--- config.mk ---
export PLATFORM = sky130hd
export DESIGN_NAME = if_id_buffer
export DESIGN_NICKNAME = d
export VERILOG_FILES = /design/src/rtl/if_id_pkg.sv /design/src/rtl/if_id_buffer_sat_counter.sv /design/src/rtl/if_id_buffer.sv
export SDC_FILE = /design/constraint.sdc
export NUM_CORES = 1
export LEC_CHECK = 0
export BUFFER_PORTS_ARGS = -buffer_cell sky130_fd_sc_hd__buf_4
export CAP_MARGIN = 20
export CORE_MARGIN = 2
export CORE_UTILIZATION = 50
export CTS_CLUSTER_DIAMETER = 60
export DETAILED_ROUTE_END_ITERATION = 12
export PLACE_DENSITY = 0.74
export SETUP_SLACK_MARGIN = 0.15
export SYNTH_ARGS = -nofsm -noshare
export SYNTH_HDL_FRONTEND = slang
export SYNTH_HIERARCHICAL = 1
export SYNTH_SLANG_ARGS = --single-unit
--- constraint.sdc ---
create_clock -name Clk -period 1.7 [get_ports Clk]
set_input_delay 0.255 -clock Clk [delete_from_list [all_inputs] [get_ports Clk]]
set_output_delay 0.255 -clock Clk [all_outputs]
set_load 0.1 [all_outputs]
--- src/rtl/if_id_pkg.sv ---
// Shared definitions for the IF/ID elastic buffer: occupancy encodings,
// the NOP word and the {PC, Instr} entry record.
package if_id_pkg;

    localparam int          WORD_W    = 32;
    localparam logic [31:0] NOP_INSTR = 32'h0000_0000;  // sll $0,$0,0

    typedef enum logic [1:0] {
        ST_EMPTY = 2'd0,
        ST_ONE   = 2'd1,
        ST_FULL  = 2'd2
    } buf_state_e;

    typedef struct packed {
        logic [WORD_W-1:0] pc;
        logic [WORD_W-1:0] instr;
    } if_entry_t;

endpackage

--- src/rtl/if_id_buffer_sat_counter.sv ---
// Saturating event counter with synchronous clear; sticks at all-ones.
module sat_counter #(
    parameter int W = 32
) (
    input  logic         Clk,
    input  logic         Rst,
    input  logic         Inc_i,
    output logic [W-1:0] Cnt_o
);

    logic [W-1:0] cnt_q;

    // Count qualifying cycles, holding once the top value is reached.
    always_ff @(posedge Clk) begin
        if (Rst)
            cnt_q <= '0;
        else if (Inc_i && (cnt_q != {W{1'b1}}))
            cnt_q <= cnt_q + 1'b1;
    end

    assign Cnt_o = cnt_q;

endmodule

--- src/rtl/if_id_buffer.sv ---
// IF/ID elastic 2-entry buffer: head register plus one skid register so a
// single cycle of ID back-pressure never drops a fetched instruction.
// Optional performance counters are built when IF_ID_PERF_EN is defined.
module if_id_buffer
    import if_id_pkg::*;
#(
    parameter int               WIDTH    = WORD_W,
    parameter logic [WIDTH-1:0] NOP_WORD = WIDTH'(NOP_INSTR)
) (
    input  logic             Clk,
    input  logic             Rst,
    input  logic             InValid,
    output logic             InReady,
    input  logic [WIDTH-1:0] InPC,
    input  logic [WIDTH-1:0] InInstr,
    input  logic             Flush,
    output logic             OutValid,
    input  logic             OutReady,
    output logic [WIDTH-1:0] OutPC,
    output logic [WIDTH-1:0] OutInstr
`ifdef IF_ID_PERF_EN
    ,
    output logic [31:0]      StallCnt,
    output logic [31:0]      FlushCnt,
    output logic [31:0]      BubbleCnt
`endif
);

    typedef struct packed {
        logic [WIDTH-1:0] pc;
        logic [WIDTH-1:0] instr;
    } entry_t;

    buf_state_e state_q, state_d;
    entry_t     h_q, h_d;
    entry_t     s_q, s_d;
    entry_t     in_entry;
    logic       push, pop;

    // Handshake flags depend only on registered state, so OutReady never
    // reaches InReady combinationally.
    assign InReady  = (state_q != ST_FULL);
    assign OutValid = (state_q != ST_EMPTY);
    assign OutPC    = OutValid ? h_q.pc    : '0;
    assign OutInstr = OutValid ? h_q.instr : NOP_WORD;

    assign push     = InValid  & InReady;
    assign pop      = OutValid & OutReady;
    assign in_entry = '{pc: InPC, instr: InInstr};

    // Next occupancy and data; flush overrides everything except reset.
    always_comb begin
        state_d = state_q;
        h_d     = h_q;
        s_d     = s_q;
        case (state_q)
            ST_EMPTY: begin
                if (push) begin
                    h_d     = in_entry;
                    state_d = ST_ONE;
                end
            end
            ST_ONE: begin
                if (push && pop) begin
                    h_d = in_entry;
                end else if (push) begin
                    s_d     = in_entry;
                    state_d = ST_FULL;
                end else if (pop) begin
                    state_d = ST_EMPTY;
                end
            end
            ST_FULL: begin
                if (pop) begin
                    h_d     = s_q;
                    state_d = ST_ONE;
                end
            end
            default: state_d = ST_EMPTY;
        endcase
        // Stale H/S contents are harmless: outputs are masked by OutValid.
        if (Flush)
            state_d = ST_EMPTY;
    end

    // Occupancy and entry registers; reset clears data as well.
    always_ff @(posedge Clk) begin
        if (Rst) begin
            state_q <= ST_EMPTY;
            h_q     <= '0;
            s_q     <= '0;
        end else begin
            state_q <= state_d;
            h_q     <= h_d;
            s_q     <= s_d;
        end
    end

`ifdef IF_ID_PERF_EN
    sat_counter #(.W(32)) u_stall_cnt (
        .Clk   (Clk),
        .Rst   (Rst),
        .Inc_i (InValid & ~InReady),
        .Cnt_o (StallCnt)
    );

    sat_counter #(.W(32)) u_flush_cnt (
        .Clk   (Clk),
        .Rst   (Rst),
        .Inc_i (Flush & (state_q != ST_EMPTY)),
        .Cnt_o (FlushCnt)
    );

    sat_counter #(.W(32)) u_bubble_cnt (
        .Clk   (Clk),
        .Rst   (Rst),
        .Inc_i (~OutValid),
        .Cnt_o (BubbleCnt)
    );
`endif

endmodule

## Word level (Yosys, flattened, before mapping)

Cells that the tools add are included.
W data, S select, Z words.

| word-level totals | value |
|---|---|
| register bits after elaboration | 130 |
| output and inout port bits | 66 |
| logic and storage cells | 36 |
| input port bits | 69 |

| operators by class | value |
|---|---|
| mux-type cells | 12 |
| bitwise gates (word level) | 3 |
| reductions and logical operators | 8 |
| equality and inequality tests | 8 |

Operators with widths:

| kind | count |
|---|---|
| $mux W64 | 3 |
| $pmux W64 S3 | 1 |
| $mux W32 | 2 |
| $mux W2 | 5 |
| $ne A2 B2 Y1 const B | 5 |
| $reduce_and A4 Y1 | 2 |
| $pmux W2 S3 | 1 |
| $ne A3 B3 Y1 const B | 1 |
| $reduce_and A3 Y1 | 1 |
| $reduce_bool A3 Y1 | 1 |
| $and A1 B1 Y1 | 2 |
| $eq A2 B1 Y1 const B | 1 |
| $eq A2 B2 Y1 const B | 1 |
| $logic_not A2 Y1 | 1 |
| $reduce_bool A2 Y1 | 1 |
| $reduce_or A2 Y1 | 1 |
| $logic_and A1 B1 Y1 | 1 |
| $not A1 Y1 | 1 |

## Logic depth before layout (Yosys ltp)

| logic depth | value |
|---|---|
| word-level depth | 6 |
| mapped depth | 6 |
| gate-level depth less buffers | 3 |

## Worst setup path after synthesis

Ideal clock, no wire load.

| timing path | value |
|---|---|
| path type | register to output |
| from | register state_q[1] |
| to | output port OutInstr[0] |
| data required time | 1445 ps |
| buffers on the path | 2 |
| setup slack | -781 ps |
| arrival | 2226 ps |
| cell stages (with the launch flop) | 5 |
| cell sequence | dfxtp_1 nor2_1 clkbuf_1 clkbuf_1 nor2b_1 |

| on the way | value |
|---|---|
| word-level cells in the longest chain between the ends | 2 |

Ends and longest elaborated chain:

| item | line | RTL |
|---|---|---|
| from (decl) | if_id_buffer.sv:34 | `buf_state_e state_q, state_d;` |
| from (signal assigned) | if_id_buffer.sv:93 | `state_q <= state_d;` |
| $reduce_bool A2 Y1 | if_id_buffer.sv:43 | `assign OutValid = (state_q != ST_EMPTY);` |
| $mux W32 | if_id_buffer.sv:45 | `assign OutInstr = OutValid ? h_q.instr : NOP_WORD;` |
| to (decl) | if_id_buffer.sv:20 | `output logic [WIDTH-1:0] OutInstr` |

Every way passes these cells.

## Worst setup path in the final report

| timing path | value |
|---|---|
| from | register state_q[1] |
| to | output port OutPC[8] |

| on the way | value |
|---|---|
| word-level cells in the longest chain between the ends | 2 |

Ends and longest elaborated chain:

| item | line | RTL |
|---|---|---|
| $reduce_bool A2 Y1 | if_id_buffer.sv:43 |  |
| $mux W32 | if_id_buffer.sv:44 | `assign OutPC = OutValid ? h_q.pc : '0;` |
| to (decl) | if_id_buffer.sv:19 | `output logic [WIDTH-1:0] OutPC,` |

Every way passes these cells.

==> flow_metrics.env <==
export IMPL_fin_nets=902
export IMPL_wl_per_cell_um=29.0
export IMPL_start_util=0.516
export IMPL_synthTopCellsByArea="dfxtp_1 (42%), a211oi_2 (12%), mux2i_1 (10%), a211oi_1 (8.3%), nand2_1 (7.8%)"
export IMPL_synth_flop_cell="dfxtp_1"
export IMPL_cts_buffer_depth=2
export IMPL_ios=135
export IMPL_hold_path_class="in -> reg"
export IMPL_ctsHtreeMaxLevel=4
export IMPL_crit_arrival_ns=1.59
export IMPL_total_power_mw=9.05
export IMPL_cts_tree="yes"
export IMPL_maxCapViolCount=0
export IMPL_setup_viol=131
export IMPL_postPlaceCellArea_um2=7840
export IMPL_rsz0062_at_grt="yes"
export IMPL_post_route_period_util=1.09
export IMPL_crit_path_end_kind="output port"
export IMPL_num_vias=6749
export IMPL_reg2reg_setup_slack_ns=-0.13
export IMPL_fp_row_count=40
export IMPL_drcViolationCount=0
export IMPL_r2r_end="h_q[43]"
export IMPL_hpwl_mm=10.5
export IMPL_dieHeight_um=116
export IMPL_yosysUniqueCellTypes=23
export IMPL_die_w_um=116
export IMPL_fmax_mhz=542
export IMPL_gp_congestion=0.814
export IMPL_vdd_ir_drop_max_mv=0.694
export IMPL_detailedPlace_worstSlack_ns=0.0514
export IMPL_fin_area_um2=11500
export IMPL_grt_max_degree=45
export IMPL_worstRegToRegCells=7
export IMPL_synth_edff_count=0
export IMPL_utilization=0.951
export IMPL_crit_fanout=12
export IMPL_drt_iter0_markers=688
export IMPL_cp_start_kind="flip-flop"
export IMPL_grt_pass1_wl_mm=33.9
export IMPL_portBuffers=134
export IMPL_core_region_area_um2=12100
export IMPL_violations="setup timing"
export IMPL_critical_path_class="reg -> out"
export IMPL_antenna_found_initial=0
export IMPL_synth_top_area_frac=0.418
export IMPL_clock_latency_ns=0.43
export IMPL_synth_seq_cells=130
export IMPL_grt_pass1_vias=6374
export IMPL_outcome="complete, but fails checks"
export IMPL_synth_fp_nets=734
export IMPL_grt_ovfl_total=0
export IMPL_drive_gt1_frac=0.667
export IMPL_pwr_density_cell_nw_per_um2=789
export IMPL_worst_ep_required_time_ns=1.44
export IMPL_crit_path_end="OutPC[8]"
export IMPL_slew_headroom=0.708
export IMPL_drt_pass1_iterations=5
export IMPL_area_growth_pct=84.2
export IMPL_tightest_slew_ns=0.425
export IMPL_wl_mm=29.4
export IMPL_worst_slack_ns=-0.145
export IMPL_grt_use_total=0.333
export IMPL_drv_slew=0
export IMPL_cts_buffers=17
export IMPL_drtAntennaViolNets=0
export IMPL_die_area_um2=13400
export IMPL_hold_viol=0
export IMPL_synth_area_um2=6230
export IMPL_synth_top_cell_by_area="dfxtp_1"
export IMPL_async_flop_share=0
export IMPL_leakagePower_nw=4.84
export IMPL_critPathLaunch="state_q[1]"
export IMPL_clk_pin_slew_ns=0.05
export IMPL_rr_startpoint="state_q[1]"
export IMPL_cts_sinks=130
export IMPL_cts_root_buf="clkbuf_16"
export IMPL_synth_warnings=6
export IMPL_antennaDiodeCount=0
export IMPL_syn_inst=665
export IMPL_avgSynthCellArea_um2=9.36
export IMPL_vias_per_cell=6.66
export IMPL_min_period_ns=1.85
export IMPL_skew_ns=0.00985
export IMPL_ys_seq_area_frac=0.418
## how the worst min path moves through the flow
| stage | start | end | slack, ns | depth (start not counted) |
|---|---|---|---|---|
| 6_report | OutReady | state_q[1] | 0.09 | 2 |
| 5_1_grt | OutReady | state_q[1] | 0.08 | 2 |
| 4_1_cts | OutReady | state_q[1] | 0.06 | 2 |
| 3_5_place_dp | Flush | state_q[1] | 0.43 | 2 |
| 3_3_place_gp | Flush | state_q[1] | 0.43 | 2 |
| 2_1_floorplan | Flush | state_q[1] | 0.32 | 1 |
## timing repair
action | CTS | global route
setup buffers | 25 | 6
hold buffers | 1 | 0
pin swaps | 21 | 103
hold endpoints to repair | 2 | 0
gates resized for setup | 299 | 225
setup endpoints to repair | 143 | 194
cloned | 15 | 12
## registers in the layout, indices dropped and copies added (netlist names)
name,count
s_q,64
state_q,2
h_q,64
## cell usage after synthesis, types with 2 or more instances
cell        n
dfxtp_1   130
nand2_1   130
a211oi_1   69
a21oi_1    64
mux2i_1    64
nor2b_1    64
a211oi_2   60
clkbuf_1   28
buf_2      24
buf_6      13
buf_1       5
a21o_1      2
inv_1       2
## where the power goes
part / leakage, nW / total, mW / internal, mW / switching, mW
combinational: 3.51 / 2.27 / 1.00 / 1.27
sequential: 1.07 / 3.36 / 3.21 / 0.152
clock: 0.271 / 3.42 / 2.04 / 1.37
total: 4.84 / 9.05 / 6.26 / 2.79
## placed cells by master, fill, tap and decap left out, types with 2 or more instances in the layout
cell type | synthesis | routed
buf_12 | 0 | 93
dfxtp_4 | 0 | 2
nand2_1 | 130 | 59
nor2b_4 | 0 | 53
buf_4 | 1 | 82
clkbuf_16 | 0 | 27
buf_16 | 0 | 15
dfxtp_1 | 130 | 128
clkbuf_1 | 28 | 5
a21oi_1 | 64 | 2
nor2b_2 | 0 | 11
a211oi_2 | 60 | 100
clkinv_2 | 0 | 5
a211oi_4 | 0 | 7
nand2_2 | 0 | 8
a21oi_2 | 0 | 62
mux2i_1 | 64 | 63
buf_6 | 13 | 13
nand2_4 | 0 | 63
clkbuf_8 | 0 | 5
buf_8 | 0 | 5
a211oi_1 | 69 | 22
## stage by stage
step | instances | setup TNS (ns) | hold slack (ns)
after detailed placement | 923 | 0 | 0.435
after CTS | 996 | -4.27 | 0.0572
after floorplan | 665 | -5.16 | 0.324
after global placement | 923 | 0 | 0.432
final | 1014 | -10.82 | 0.0884
after global routing | 1014 | -13.24 | 0.0785
## cell type report
class	instances	area, um^2
Fill cell	264	591
Clock buffer	27	513
Sequential cell	130	2610
Multi-Input combinational cell	463	4730
Tap cell	168	210
Timing Repair Buffer	219	3370
Clock inverter	5	25.0
Inverter	2	12.5
## cells by family after synthesis
group	share of synthesized area
AO/OA/AOI/OAI	0.260
buffers and inverters	0.0651
flip-flops	0.418
multiplexers	0.105
AND/OR/NAND/NOR	0.152
## critical path, stage by stage, from the launching register on
cell and delay [ns]:
dfxtp_4 0.36, nor2_4 0.17, buf_12 0.18, buf_12 0.19, nor2b_2 0.09, buf_12 0.17
## per-layer routing
layer  GRT usage  vias to the layer above  routed length [um]
met5           0                        -                   0
met4       0.169                        0                1830
met3      0.0664                      175                2630
met2       0.572                      526               14500
met1       0.395                     3330               10400
li1            -                     2718                   -
No activity file was read; power rests on OpenSTA's default activity.
